==> config.mk <==
export PLATFORM = sky130hd
export DESIGN_NAME = uart_tx_module_flat
export DESIGN_NICKNAME = d
export VERILOG_FILES = /design/src/rtl/uart_tx_module_pkg.sv /design/src/rtl/uart_tx_module_if.sv /design/src/rtl/uart_tx_module_bps.sv /design/src/rtl/uart_tx_module.sv /design/src/flat_wrapper.sv
export SDC_FILE = /design/constraint.sdc
export NUM_CORES = 1
export LEC_CHECK = 0
export CAP_MARGIN = 30
export CORE_MARGIN = 8
export CORE_UTILIZATION = 45
export CTS_CLUSTER_DIAMETER = 60
export DETAILED_ROUTE_END_ITERATION = 8
export MAX_ROUTING_LAYER = met4
export SKIP_CTS_REPAIR_TIMING = 1
export SLEW_MARGIN = 10
export SYNTH_ARGS = -nofsm -noshare
export SYNTH_HDL_FRONTEND = slang
export SYNTH_SLANG_ARGS = --single-unit
==> constraint.sdc <==
create_clock -name CLK -period 3.1 [get_ports CLK]
set_clock_uncertainty 0.2 [all_clocks]
set_input_delay 0.62 -clock CLK [delete_from_list [all_inputs] [get_ports CLK]]
set_output_delay 0.62 -clock CLK [all_outputs]
set_load 0.01 [all_outputs]
==> src/rtl/uart_tx_module_pkg.sv <==
// ---------------------------------------------------------------------------
// uart_pkg
//
// Definitions shared by the UART transmit path: the state encoding of the
// transmitter FSM, the frame constants, and the helper that derives the
// number of system clocks per serial bit from the clock and baud rates.
//
// Optional feature macro referenced by users of this package:
//   UART_TX_PARITY_EN - when defined, the transmitter inserts an even
//                       parity bit between the data bits and the stop bit.
//                       The PARITY encoding is always present so the state
//                       register layout is identical in both builds.
// ---------------------------------------------------------------------------
package uart_pkg;

    // Number of payload bits in one 8N1 character.
    localparam int DATA_BITS = 8;

    // Level of the serial line while no frame is in flight (mark state).
    localparam logic IDLE_LEVEL = 1'b1;

    // Transmitter FSM encoding.
    typedef enum logic [2:0] {
        IDLE   = 3'd0,
        START  = 3'd1,
        DATA   = 3'd2,
        PARITY = 3'd3,
        STOP   = 3'd4,
        DONE   = 3'd5
    } tx_state_t;

    // Clocks per serial bit. Truncating division: a small residual baud
    // error is accepted rather than adding a fractional accumulator.
    function automatic int calc_bps_div(input int clk_freq, input int baud);
        return clk_freq / baud;
    endfunction

endpackage

==> src/rtl/uart_tx_module_if.sv <==
// ---------------------------------------------------------------------------
// uart_tx_module_if
//
// Handshake and line signals of the UART transmitter. Clock and reset are
// kept outside the interface as plain ports of the design.
//
// Signals:
//   TX_En_Sig   - start request from the producer (level, sampled in IDLE)
//   TX_Data     - byte to send, captured on the accepting cycle
//   TX_Pin_Out  - serial line towards the receiver, idle high
//   TX_Busy_Sig - frame in flight (cycle after acceptance through DONE)
//   TX_Done_Sig - one-cycle pulse at the end of each frame
//
// Modports:
//   master - producer side (drives request and data, observes status)
//   slave  - transmitter side (the uart_tx_module itself)
// ---------------------------------------------------------------------------
interface uart_tx_module_if;
    import uart_pkg::*;

    logic                 TX_En_Sig;
    logic [DATA_BITS-1:0] TX_Data;
    logic                 TX_Pin_Out;
    logic                 TX_Busy_Sig;
    logic                 TX_Done_Sig;

    modport master (
        output TX_En_Sig,
        output TX_Data,
        input  TX_Pin_Out,
        input  TX_Busy_Sig,
        input  TX_Done_Sig
    );

    modport slave (
        input  TX_En_Sig,
        input  TX_Data,
        output TX_Pin_Out,
        output TX_Busy_Sig,
        output TX_Done_Sig
    );

endinterface

==> src/rtl/uart_tx_module_bps.sv <==
// ---------------------------------------------------------------------------
// tx_bps_module
//
// Baud-tick generator for the UART transmitter. The counter only runs while
// the transmitter is inside a frame; outside a frame it is held at zero so
// every frame starts from a clean bit boundary.
//
// Parameters:
//   BPS_DIV     - system clocks per serial bit (must be >= 4)
//
// Ports:
//   CLK         - system clock, rising edge
//   Rstn        - asynchronous active-low reset
//   Count_Sig   - high while the FSM is in START/DATA/PARITY/STOP
//   BPS_End_Sig - one-cycle pulse on the last clock of each bit period
// ---------------------------------------------------------------------------
module tx_bps_module #(
    parameter int BPS_DIV = 5208
) (
    input  logic CLK,
    input  logic Rstn,
    input  logic Count_Sig,
    output logic BPS_End_Sig
);

    localparam int               CNT_W    = $clog2(BPS_DIV);
    localparam logic [CNT_W-1:0] CNT_LAST = CNT_W'(BPS_DIV - 1);

    logic [CNT_W-1:0] bps_cnt;

    // The counter wraps to zero on the same edge the FSM changes state, so
    // each state is entered with the counter already at zero; dropping
    // Count_Sig also forces it back to zero.
    always_ff @(posedge CLK or negedge Rstn) begin
        if (!Rstn) begin
            bps_cnt <= '0;
        end else if (!Count_Sig) begin
            bps_cnt <= '0;
        end else if (bps_cnt == CNT_LAST) begin
            bps_cnt <= '0;
        end else begin
            bps_cnt <= bps_cnt + CNT_W'(1);
        end
    end

    assign BPS_End_Sig = Count_Sig && (bps_cnt == CNT_LAST);

endmodule

==> src/rtl/uart_tx_module.sv <==
// ---------------------------------------------------------------------------
// uart_tx_module
//
// Serial 8N1 UART transmitter. One byte is accepted per start request while
// idle, sent LSB-first at a fixed baud rate, and completion is flagged with
// a one-cycle done pulse. All outputs are registered; the line is idle high.
//
// Frame on the line (BPS_DIV clocks per bit):
//   start(0) d0 d1 d2 d3 d4 d5 d6 d7 [parity] stop(1)
// followed by one DONE cycle and one IDLE cycle before the next start bit
// can appear.
//
// Configuration macro:
//   UART_TX_PARITY_EN - when defined, an even parity bit (XOR of the eight
//                       captured bits) is sent between d7 and the stop bit.
//
// Parameters:
//   CLK_FREQ - system clock frequency in Hz
//   BAUD     - line bit rate in bit/s
//   BPS_DIV  - clocks per bit, derived from the two above (must be >= 4)
//
// Ports:
//   CLK   - system clock, rising edge
//   Rstn  - asynchronous active-low reset; aborts a frame immediately
//   tx_if - transmitter side of uart_tx_module_if (request, data, line,
//           busy and done)
// ---------------------------------------------------------------------------
module uart_tx_module
    import uart_pkg::*;
#(
    parameter int CLK_FREQ = 50_000_000,
    parameter int BAUD     = 9600,
    parameter int BPS_DIV  = calc_bps_div(CLK_FREQ, BAUD)
) (
    input  logic          CLK,
    input  logic          Rstn,
    uart_tx_module_if.slave tx_if
);

    localparam logic [2:0] LAST_IDX = 3'(DATA_BITS - 1);

    tx_state_t            state;
    logic [DATA_BITS-1:0] shift_reg;
    logic [2:0]           bit_idx;
    logic [2:0]           next_idx;
    logic                 tx_pin;
    logic                 tx_busy;
    logic                 tx_done;
    logic                 count_sig;
    logic                 bps_end;

    // Baud counter runs only while a bit is actually on the line.
    assign count_sig = (state == START) || (state == DATA) ||
                       (state == PARITY) || (state == STOP);

    assign next_idx = bit_idx + 3'd1;

    tx_bps_module #(
        .BPS_DIV     (BPS_DIV)
    ) u_bps (
        .CLK         (CLK),
        .Rstn        (Rstn),
        .Count_Sig   (count_sig),
        .BPS_End_Sig (bps_end)
    );

    // Transmitter FSM. The line level for each bit is loaded on the same
    // edge that enters the bit's state, so the registered pin output lines
    // up exactly with the state and no combinational path reaches the pin.
    // The bit index wrap from 7 is never relied on; the DATA exit is
    // decided by comparing against the last index.
    always_ff @(posedge CLK or negedge Rstn) begin
        if (!Rstn) begin
            state     <= IDLE;
            shift_reg <= '0;
            bit_idx   <= '0;
            tx_pin    <= IDLE_LEVEL;
            tx_busy   <= 1'b0;
            tx_done   <= 1'b0;
        end else begin
            tx_done <= 1'b0;
            case (state)
                IDLE: begin
                    tx_pin  <= IDLE_LEVEL;
                    tx_busy <= 1'b0;
                    if (tx_if.TX_En_Sig) begin
                        shift_reg <= tx_if.TX_Data;
                        bit_idx   <= '0;
                        tx_pin    <= 1'b0;
                        tx_busy   <= 1'b1;
                        state     <= START;
                    end
                end

                START: begin
                    if (bps_end) begin
                        bit_idx <= '0;
                        tx_pin  <= shift_reg[0];
                        state   <= DATA;
                    end
                end

                DATA: begin
                    if (bps_end) begin
                        if (bit_idx == LAST_IDX) begin
`ifdef UART_TX_PARITY_EN
                            tx_pin <= ^shift_reg;
                            state  <= PARITY;
`else
                            tx_pin <= IDLE_LEVEL;
                            state  <= STOP;
`endif
                        end else begin
                            bit_idx <= next_idx;
                            tx_pin  <= shift_reg[next_idx];
                        end
                    end
                end

`ifdef UART_TX_PARITY_EN
                PARITY: begin
                    if (bps_end) begin
                        tx_pin <= IDLE_LEVEL;
                        state  <= STOP;
                    end
                end
`endif

                STOP: begin
                    if (bps_end) begin
                        tx_pin  <= IDLE_LEVEL;
                        tx_done <= 1'b1;
                        state   <= DONE;
                    end
                end

                DONE: begin
                    tx_pin  <= IDLE_LEVEL;
                    tx_busy <= 1'b0;
                    state   <= IDLE;
                end

                // Unreachable encodings (and PARITY when the feature is
                // compiled out) recover to a quiet idle line.
                default: begin
                    tx_pin  <= IDLE_LEVEL;
                    tx_busy <= 1'b0;
                    state   <= IDLE;
                end
            endcase
        end
    end

    assign tx_if.TX_Pin_Out  = tx_pin;
    assign tx_if.TX_Busy_Sig = tx_busy;
    assign tx_if.TX_Done_Sig = tx_done;

endmodule

==> src/flat_wrapper.sv <==
// flat-port wrapper written by rule: the top's interface ports become plain ports
module uart_tx_module_flat import uart_pkg::*;
#(
    parameter int CLK_FREQ = 50_000_000,
    parameter int BAUD     = 9600,
    parameter int BPS_DIV  = calc_bps_div(CLK_FREQ, BAUD)
)
  (CLK, Rstn, tx_if_TX_En_Sig, tx_if_TX_Data, tx_if_TX_Pin_Out, tx_if_TX_Busy_Sig, tx_if_TX_Done_Sig);
  uart_tx_module_if tx_if_i ();
  input  logic CLK;
  input  logic Rstn;
  input wire logic [$bits(tx_if_i.TX_En_Sig)-1:0] tx_if_TX_En_Sig;
  input wire logic [$bits(tx_if_i.TX_Data)-1:0] tx_if_TX_Data;
  output wire logic [$bits(tx_if_i.TX_Pin_Out)-1:0] tx_if_TX_Pin_Out;
  output wire logic [$bits(tx_if_i.TX_Busy_Sig)-1:0] tx_if_TX_Busy_Sig;
  output wire logic [$bits(tx_if_i.TX_Done_Sig)-1:0] tx_if_TX_Done_Sig;
  assign tx_if_i.TX_En_Sig = tx_if_TX_En_Sig;
  assign tx_if_i.TX_Data = tx_if_TX_Data;
  assign tx_if_TX_Pin_Out = tx_if_i.TX_Pin_Out;
  assign tx_if_TX_Busy_Sig = tx_if_i.TX_Busy_Sig;
  assign tx_if_TX_Done_Sig = tx_if_i.TX_Done_Sig;
  uart_tx_module #(.CLK_FREQ(CLK_FREQ), .BAUD(BAUD), .BPS_DIV(BPS_DIV)) u_core (.CLK(CLK), .Rstn(Rstn), .tx_if(tx_if_i));
endmodule
Word level (Yosys, flattened, before mapping)
Cells that the tools add are included.

Register bits: 30. Bits of input ports: 11. Word-level logic and storage cells: 58.

$add $sub $neg: 2. Magnitude comparators: 1. Equal/unequal tests: 12. Mux-type cells: 25. Reductions and logical operators: 11.

Operators with widths (number): 3-bit 2-to-1 mux (9); 13-bit 2-to-1 mux (2); 13-bit by 1-bit adder with 13-bit output, second input constant (1); 13-bit equality test, second input constant (1); 3-bit case mux with 4 select lines (1); 5-bit AND reduction (2); 1-bit 2-to-1 mux (9); 3-bit case mux with 3 select lines (1); 3-bit by 2-bit equality test with 1-bit output, second input constant (2); 3-bit equality test, second input constant (2); 2-bit by 1-bit inequality test with 1-bit output, second input constant (3); 2-bit inequality test, second input constant (3); 3-bit by 4-bit less-than comparator with 1-bit output, second input constant (1); 1-bit case mux with 4 select lines (1); 3-bit by 1-bit adder with 3-bit output, second input constant (1); 1-bit binary-select mux with 3-bit select (1); 3-bit by 1-bit equality test with 1-bit output, second input constant (1); 3-bit logical NOT (1); 1-bit logical OR (3); 3-bit AND reduction (1); 3-bit nonzero test (1); 3-bit OR reduction (1); 1-bit case mux with 2 select lines (1); 2-bit AND reduction (1); 1-bit logical AND (1).

Depth between registers and ports, before layout
Gate-level depths: netlist of run 1.

Word-level depth: 7. Mapped depth: 7. Gate-level depth less buffers: 7.

Modules after synthesis
Synthesis of run 1 repeated with hierarchy kept, for this count alone.

Cell total of the unflattened synthesis: 153. Area total of the unflattened synthesis: 1601.5 µm².

By module, submodules not included: uart_tx_module (instances 1, cells an instance 84, area each 933.4 µm², seq. area each 426.7 µm²); tx_bps_module (instances 1, cells an instance 69, area each 668.1 µm², seq. area each 325.3 µm²).

Worst setup path after synthesis of run 1
No wires, ideal clock.

Kind: reg2reg. From: register u_core.bit_idx[0]. To: register u_core.tx_pin (netlist: u_core.tx_if.TX_Pin_Out). Library setup time: 78 ps. Arrival time: 1925 ps. Data required time: 2822 ps. Setup slack: 896 ps. Stages on the path, launching flop included: 8. Path buffers: 1. Clock period less this slack: 2204 ps. Path through: dfrtp_1 -> ha_1 -> clkbuf_1 -> mux2_2 -> or3_1 -> nand4_1 -> a32oi_1 -> a31o_2.

Cells in the longest elaborated chain, start to end: 6.

Ends and longest elaborated chain: start, declared (line uart_tx_module.sv:44) `logic [2:0] bit_idx;`; start signal, assigned (line uart_tx_module.sv:114) `bit_idx <= next_idx;`; 3-bit by 1-bit adder with 3-bit output (line uart_tx_module.sv:56) `assign next_idx = bit_idx + 3'd1;`; 1-bit binary-select mux with 3-bit select (line uart_tx_module.sv:115) `tx_pin <= shift_reg[next_idx];`; 1-bit 2-to-1 mux (implied by the code) (line uart_tx_module.sv:115); 1-bit 2-to-1 mux * (line uart_tx_module.sv:105) `if (bit_idx == LAST_IDX) begin`; 1-bit 2-to-1 mux * (line uart_tx_module.sv:104) `if (bps_end) begin`; 1-bit case mux with 4 select lines * (line uart_tx_module.sv:82) `case (state)`; end signal, assigned (line uart_tx_module.sv:98) `tx_pin <= shift_reg[0];`; end signal, assigned (line uart_tx_module.sv:115); end, declared (line uart_tx_module.sv:46) `logic tx_pin;`.

Mark *: on every way between the ends. The rest lies on a longest branch, timed or not. The select of a mux whose other input is x is not followed. A chain may end at the register's enable or synchronous reset.

Final worst setup path of run 1
From: register u_core.u_bps.bps_cnt[5]. To: register u_core.bit_idx[0].

Cells in the longest elaborated chain, start to end: 4.

Ends and longest elaborated chain: start, declared (line uart_tx_module_bps.sv:29) `logic [CNT_W-1:0] bps_cnt;`; start signal, assigned (line uart_tx_module_bps.sv:42) `bps_cnt <= bps_cnt + CNT_W'(1);`; 13-bit equality test * (line uart_tx_module_bps.sv:46) `assign BPS_End_Sig = Count_Sig && (bps_cnt == CNT_LAST);`; 1-bit logical AND * (line uart_tx_module_bps.sv:46); 2-bit by 1-bit inequality test with 1-bit output (no line); 5-bit AND reduction (no line) *.

Mark *: on every way between the ends. The rest lies on a longest branch, timed or not.

==> flow_summary.toml, run 1 <==
[critical_path]
cp_num_buf_inv = 0
cp_cell_sequence = "or4b_4 > nor3_4 > nand2_2 > a211o_1 > mux2_4"
crit_path_top_delay_cell = "or4b_4"
crit_family = "simple AND/OR/NAND/NOR gates"
worst-path-stages = 5
crit_arrival_ns = 2.32
reg2reg_depth = 5
required_ns = 3.13
path_class = "flop to flop"
rrSetupSlack_ns = 0.81
path_max_fanout = 6
end_kind = "flop"
cpPeakStageDelay_ns = 0.57
start_kind = "flop"
reg2reg_to = "u_core.bit_idx[0]"
timing.rr.start = "u_core.u_bps.bps_cnt[5]"

[timing]
min_period_ns = 2.29
tightest_slew_ns = 0.443
slew_headroom = 0.704
rsz0062_at_grt = "no"
period_share = 0.739
finalHoldViolCount = 0
setup_viol = 0
tns_ns = 0
hold_slack_ns = 0.262
slew_violations = 0
fmax_mhz = 436

[placed_design]
dpl_cell_area_um2 = 1710
hpwlAfterDp_um = 2040
numPortBuffers = 13
gp_congestion = 0.813

[cells_and_area]
utilization = 0.534
drive_above_1_share = 0.171
area_growth_pct = 15.2
nets = 171
antennaDiodeCount = 0
largest_reg_flops = 13
final_area_um2 = 1770

[synthesis]
avgSynthCellArea_um2 = 10.8
synth_flop_cell = "dfrtp_1"
synth_common_cells = "dfrtp_1, nor2_1, mux2_2"
synth_edf_count = 0
syn_inst = 142
synth_warnings = 0
seq_area_frac_synth = 0.490
synth_top_area_frac = 0.473
synth_fa_ha_area_frac = 0.0244
synth_seq_cells = 30
yosysMostFrequentCell = "dfrtp_1"
synth_nets = 156
synthXorXnorAreaFrac = 0.0799
synth.area.mux_share = 0.103
synthSimpleGateAreaFrac = 0.192
synth_top_family_by_area = "simple AND/OR/NAND/NOR gates"
netlist_area_um2 = 1540
async_reset_ff_frac = 1.00
synth_cell_type_count = 40
yosys.area.top_type = "dfrtp_1"
synth_compound_area_frac = 0.0848
synth_area_leaders = "dfrtp_1, mux2_2, xnor2_1"

[pwr]
finalPower_mw = 0.663
cellPowerDensity_nw_per_um2 = 375
leakage_nw = 0.774
ir_drop_v = 0.000213

[min_path]
min_path_type = "flop to flop"
min_from = "u_core.u_bps.bps_cnt[0]"
whs_endpoint = "u_core.u_bps.bps_cnt[0]"
hold_depth = 1

[drt]
drc = 0
wl_per_cell_um = 13.9
first_pass_iters = 4
avgViaCountPerCell = 5.22
antenna_left = 0
vias = 1065
drtIter0Drc = 97
drt-total-wl_um = 2830

[grt]
grt_max_degree = 31
antenna_found_initial = 0
grtUsageTotal = 0.123
first_global_vias = 1087
grt_remaining_overflow = 0
grt_pass1_wl_um = 5030

[clock_network]
cts_sinks = 30
clk_latency_ns = 0.33
cts_tree = "done"
path_clk_slew_ns = 0.10
clock_path_buffers = 2
ctsHtreeMaxLevel = 2
cts_root_buf = "clkbuf_4"
cts-buffers-inserted = 5

[die]
die-area_um2 = 5540
die_h_um = 74.4
row_count = 21
die_w_um = 74.4
core_area_um2 = 3310
io_pins = 14
start_util = 0.464

[run]
max_cap_violations = 0

[status]
status = "complete, no violations"
cells in the final DEF, fill, tap and decap left out, drive strengths merged:
cell type,instances
or3,1
inv,5
ha,3
clkdlybuf4s50,13
nor3b,2
mux2,11
xnor2,8
dfrtp,29
nand3,4
o2111ai,1
a211o,1
a211oi,1
and2,3
nor2,15
a22o,2
nand2,9
nor4,2
o22a,1
nor3,2
or2,1
or4b,2
and4,1
and3,3
a21oi,3
a31o,1
o21a,1
nand4,4
nand2b,3
xor2,6
clkbuf,7
a31oi,1
o21ai,3
clkinv,1
dfstp,1
buf,1
o22ai,2
mux2i,3
a32oi,1
cell type report:
cell class / count / area, µm²
Fill cell: 323 / 1540
Clock buffer: 7 / 55.1
Tap cell: 46 / 57.6
Multi-Input combinational cell: 101 / 742
Sequential cell: 30 / 752
Inverter: 5 / 18.8
Timing Repair Buffer: 14 / 138
Clock inverter: 1 / 5.00
cells by family after synthesis:
family / count (synthesis)
fa+ha+maj: 3
simple gates: 52
flops: 30
buf+inv: 11
xor+xnor: 14
compound gates: 18
mux: 14
report_power, final:
part	switching, mW	internal (mW)	total, mW
Sequential	0	0.391	0.391
Clock	0.140	0.110	0.250
Combinational	0.00947	0.0123	0.0218
Total	0.149	0.513	0.663
worst register-to-register path: stages (launching register included):
cell     delay (ns)
dfrtp_1        0.43
or4b_4         0.57
nor3_4         0.27
nand2_2        0.14
a211o_1        0.32
mux2_4         0.26
per-layer routing:
layer | share of wire | global-route usage | routed length, µm | vias to the layer above
met5 | 0 | - | 0 | -
met4 | 0.017 | 0.0478 | 47 | 0
met3 | 0.043 | 0.0512 | 122 | 5
met2 | 0.44 | 0.176 | 1250 | 17
met1 | 0.50 | 0.148 | 1400 | 517
li1 | - | - | - | 526
per-stage QoR:
stage | cells | setup WS [ns]
global placement | 196 | 0.827
floorplan | 142 | 0.896
global route | 204 | 0.719
CTS | 204 | 0.810
detailed placement | 196 | 0.802
finish | 204 | 0.808
worst max-delay path by stage:
stage	startpoint	endpoint	slack (ns)
floorplan	u_core.bit_idx[0]	u_core.tx_if.TX_Pin_Out	0.90
global placement	tx_if_TX_En_Sig	u_core.bit_idx[0]	0.83
detailed placement	tx_if_TX_En_Sig	u_core.bit_idx[0]	0.80
CTS	u_core.u_bps.bps_cnt[5]	u_core.bit_idx[0]	0.81
global route	u_core.bit_idx[0]	u_core.tx_if.TX_Pin_Out	0.72
finish	u_core.u_bps.bps_cnt[5]	u_core.bit_idx[0]	0.81
Note: power is estimated with default switching activity, not from simulation.
==> run 2: changes to the inputs <==
==> constraint.sdc (replaced) <==
create_clock -name CLK -period 2.13 [get_ports CLK]
set_clock_uncertainty 0.2 [all_clocks]
set_input_delay 0.426 -clock CLK [delete_from_list [all_inputs] [get_ports CLK]]
set_output_delay 0.426 -clock CLK [all_outputs]
set_load 0.01 [all_outputs]
==> run 2 against run 1 <==
  * Register-to-register slack got worse by 0.81 ns
  * Critical path depth unchanged
  * Power increased by 45%
  * Sequential cell count unchanged
  * Die area did not move
  * Count of clock-buffer cells in the layout unchanged
  * Final area is 10% higher
  * Sequential power grew 46%
  * First-iteration DRC count shrank 25%
  * Critical path type unchanged
==> flow_summary.toml, run 2 (synthesized netlist as in run 1, its figures left out) <==
[grt]
grt_pass1_wl_um = 5390
grt_remaining_overflow = 0
use_met3 = 0.0553
busiest_layer = "met2"
grtUsageTotal = 0.132
grt_max_degree = 31
grtUsageMet2 = 0.192
grt_util_met1 = 0.157
first_global_vias = 1214
antenna_found_initial = 0

[placed_design]
hpwlAfterDp_um = 2240
dpl_cell_area_um2 = 1880
dp_slack_ns = -0.00922
gp_congestion = 0.762
numPortBuffers = 13
dp_cells = 217

[cells_and_area]
layout_common_cells = "dfrtp_1, buf_4, nor2_1"
drive_above_1_share = 0.278
area_growth_pct = 27.0
largest_reg_flops = 13
final_common_cell = "dfrtp_1"
fill_cells = 299
antennaDiodeCount = 0
seq_area_um2 = 752
final_area_um2 = 1950
multi_input_area_um2 = 746
nets = 193
final_cell_count_no_fill = 226

[clock_network]
cts_root_buf = "clkbuf_4"
cts_sinks = 30
clk_latency_ns = 0.33
cts_tree = "done"
path_clk_slew_ns = 0.10
clock_path_buffers = 2
ctsHtreeMaxLevel = 2
cts-buffers-inserted = 5

[drt]
wl_per_cell_um = 13.1
drtIter0Drc = 73
antenna_left = 0
avgViaCountPerCell = 5.04
drt-total-wl_um = 2970
first_pass_iters = 4
drc = 0
vias = 1140

[timing]
slew_headroom = 0.749
fin_ws_ns = 0.00207
finalHoldViolCount = 0
tns_ns = 0
rsz0062_at_grt = "yes"
period_share = 0.999
fmax_mhz = 470
setup_viol = 0
min_period_ns = 2.13
tightest_slew_ns = 0.377
slew_violations = 0

[status]
status = "complete, no violations"

[die]
die_h_um = 74.4
die_w_um = 74.4
start_util = 0.464
io_pins = 14
core_area_um2 = 3310
row_count = 21
die-area_um2 = 5540

[critical_path]
path_max_fanout = 5
path_class = "flop to flop"
crit_arrival_ns = 2.16
end_kind = "flop"
start_kind = "flop"
required_ns = 2.16

[pwr]
ir_drop_v = 0.000356
finalPower_mw = 0.961
cellPowerDensity_nw_per_um2 = 493
leakage_nw = 0.892

[min_path]
min_path_type = "flop to flop"

[run]
max_cap_violations = 0
run 2: final cells by class:
cell class,instances,area share
timing repair buffer,36,0.162
multi-input combinational,101,0.383
inverter,5,0.00963
clock inverter,1,0.00257
sequential,30,0.386
clock buffer,7,0.0282
tap,46,0.0295
run 2: worst paths after layout:
check | from | end | slack (ns) | depth (start not counted)
hold reg to reg | u_core.u_bps.bps_cnt[0] | u_core.u_bps.bps_cnt[0] | 0.25 | 1
setup reg to reg | u_core.u_bps.bps_cnt[5] | u_core.bit_idx[0] | 0.002 | 5
hold / removal | u_core.u_bps.bps_cnt[0] | u_core.u_bps.bps_cnt[0] | 0.25 | 1
setup / recovery | u_core.u_bps.bps_cnt[5] | u_core.bit_idx[0] | 0.002 | 5
max in group asynchronous | Rstn | u_core.tx_if.TX_Pin_Out | 1.15 | 2
min in group asynchronous | Rstn | u_core.tx_if.TX_Done_Sig | 0.27 | 2
run 2: metal layers:
layer	share of wire	wire, µm
met1	0.48	1420
met2	0.47	1400
met3	0.045	133
met4	0.0051	15
met5	0	0
run 2: worst max-delay path: stages, from the launching register on:
cell and delay (ns):
dfrtp_1 0.39, or4b_4 0.55, nor3_4 0.21, nand2_2 0.11, a211o_1 0.31, mux2_4 0.27
run 2: stage by stage:
step / hold slack (ns) / util
floorplan: -0.0696 / -
CTS: 0.252 / 0.585
finish: 0.246 / 0.589
detailed placement: 0.240 / 0.567
global placement: 0.236 / 0.567
global route: 0.277 / 0.589
run 2: report_power, final:
group	internal, mW	switching (mW)	total [mW]
Combinational	0.0179	0.0139	0.0318
Clock	0.160	0.200	0.360
Sequential	0.569	0	0.569
Total	0.747	0.214	0.961
==> run 3: changes to the inputs <==
--- a/config.mk
+++ b/config.mk
@@ -12,6 +12,7 @@
 export DETAILED_ROUTE_END_ITERATION = 8
 export MAX_ROUTING_LAYER = met4
 export SKIP_CTS_REPAIR_TIMING = 1
+export SKIP_LAST_GASP = 1
 export SLEW_MARGIN = 10
 export SYNTH_ARGS = -nofsm -noshare
 export SYNTH_HDL_FRONTEND = slang
==> results of run 3 <==
Final layout, timing and power as in run 2 (identical DEF).
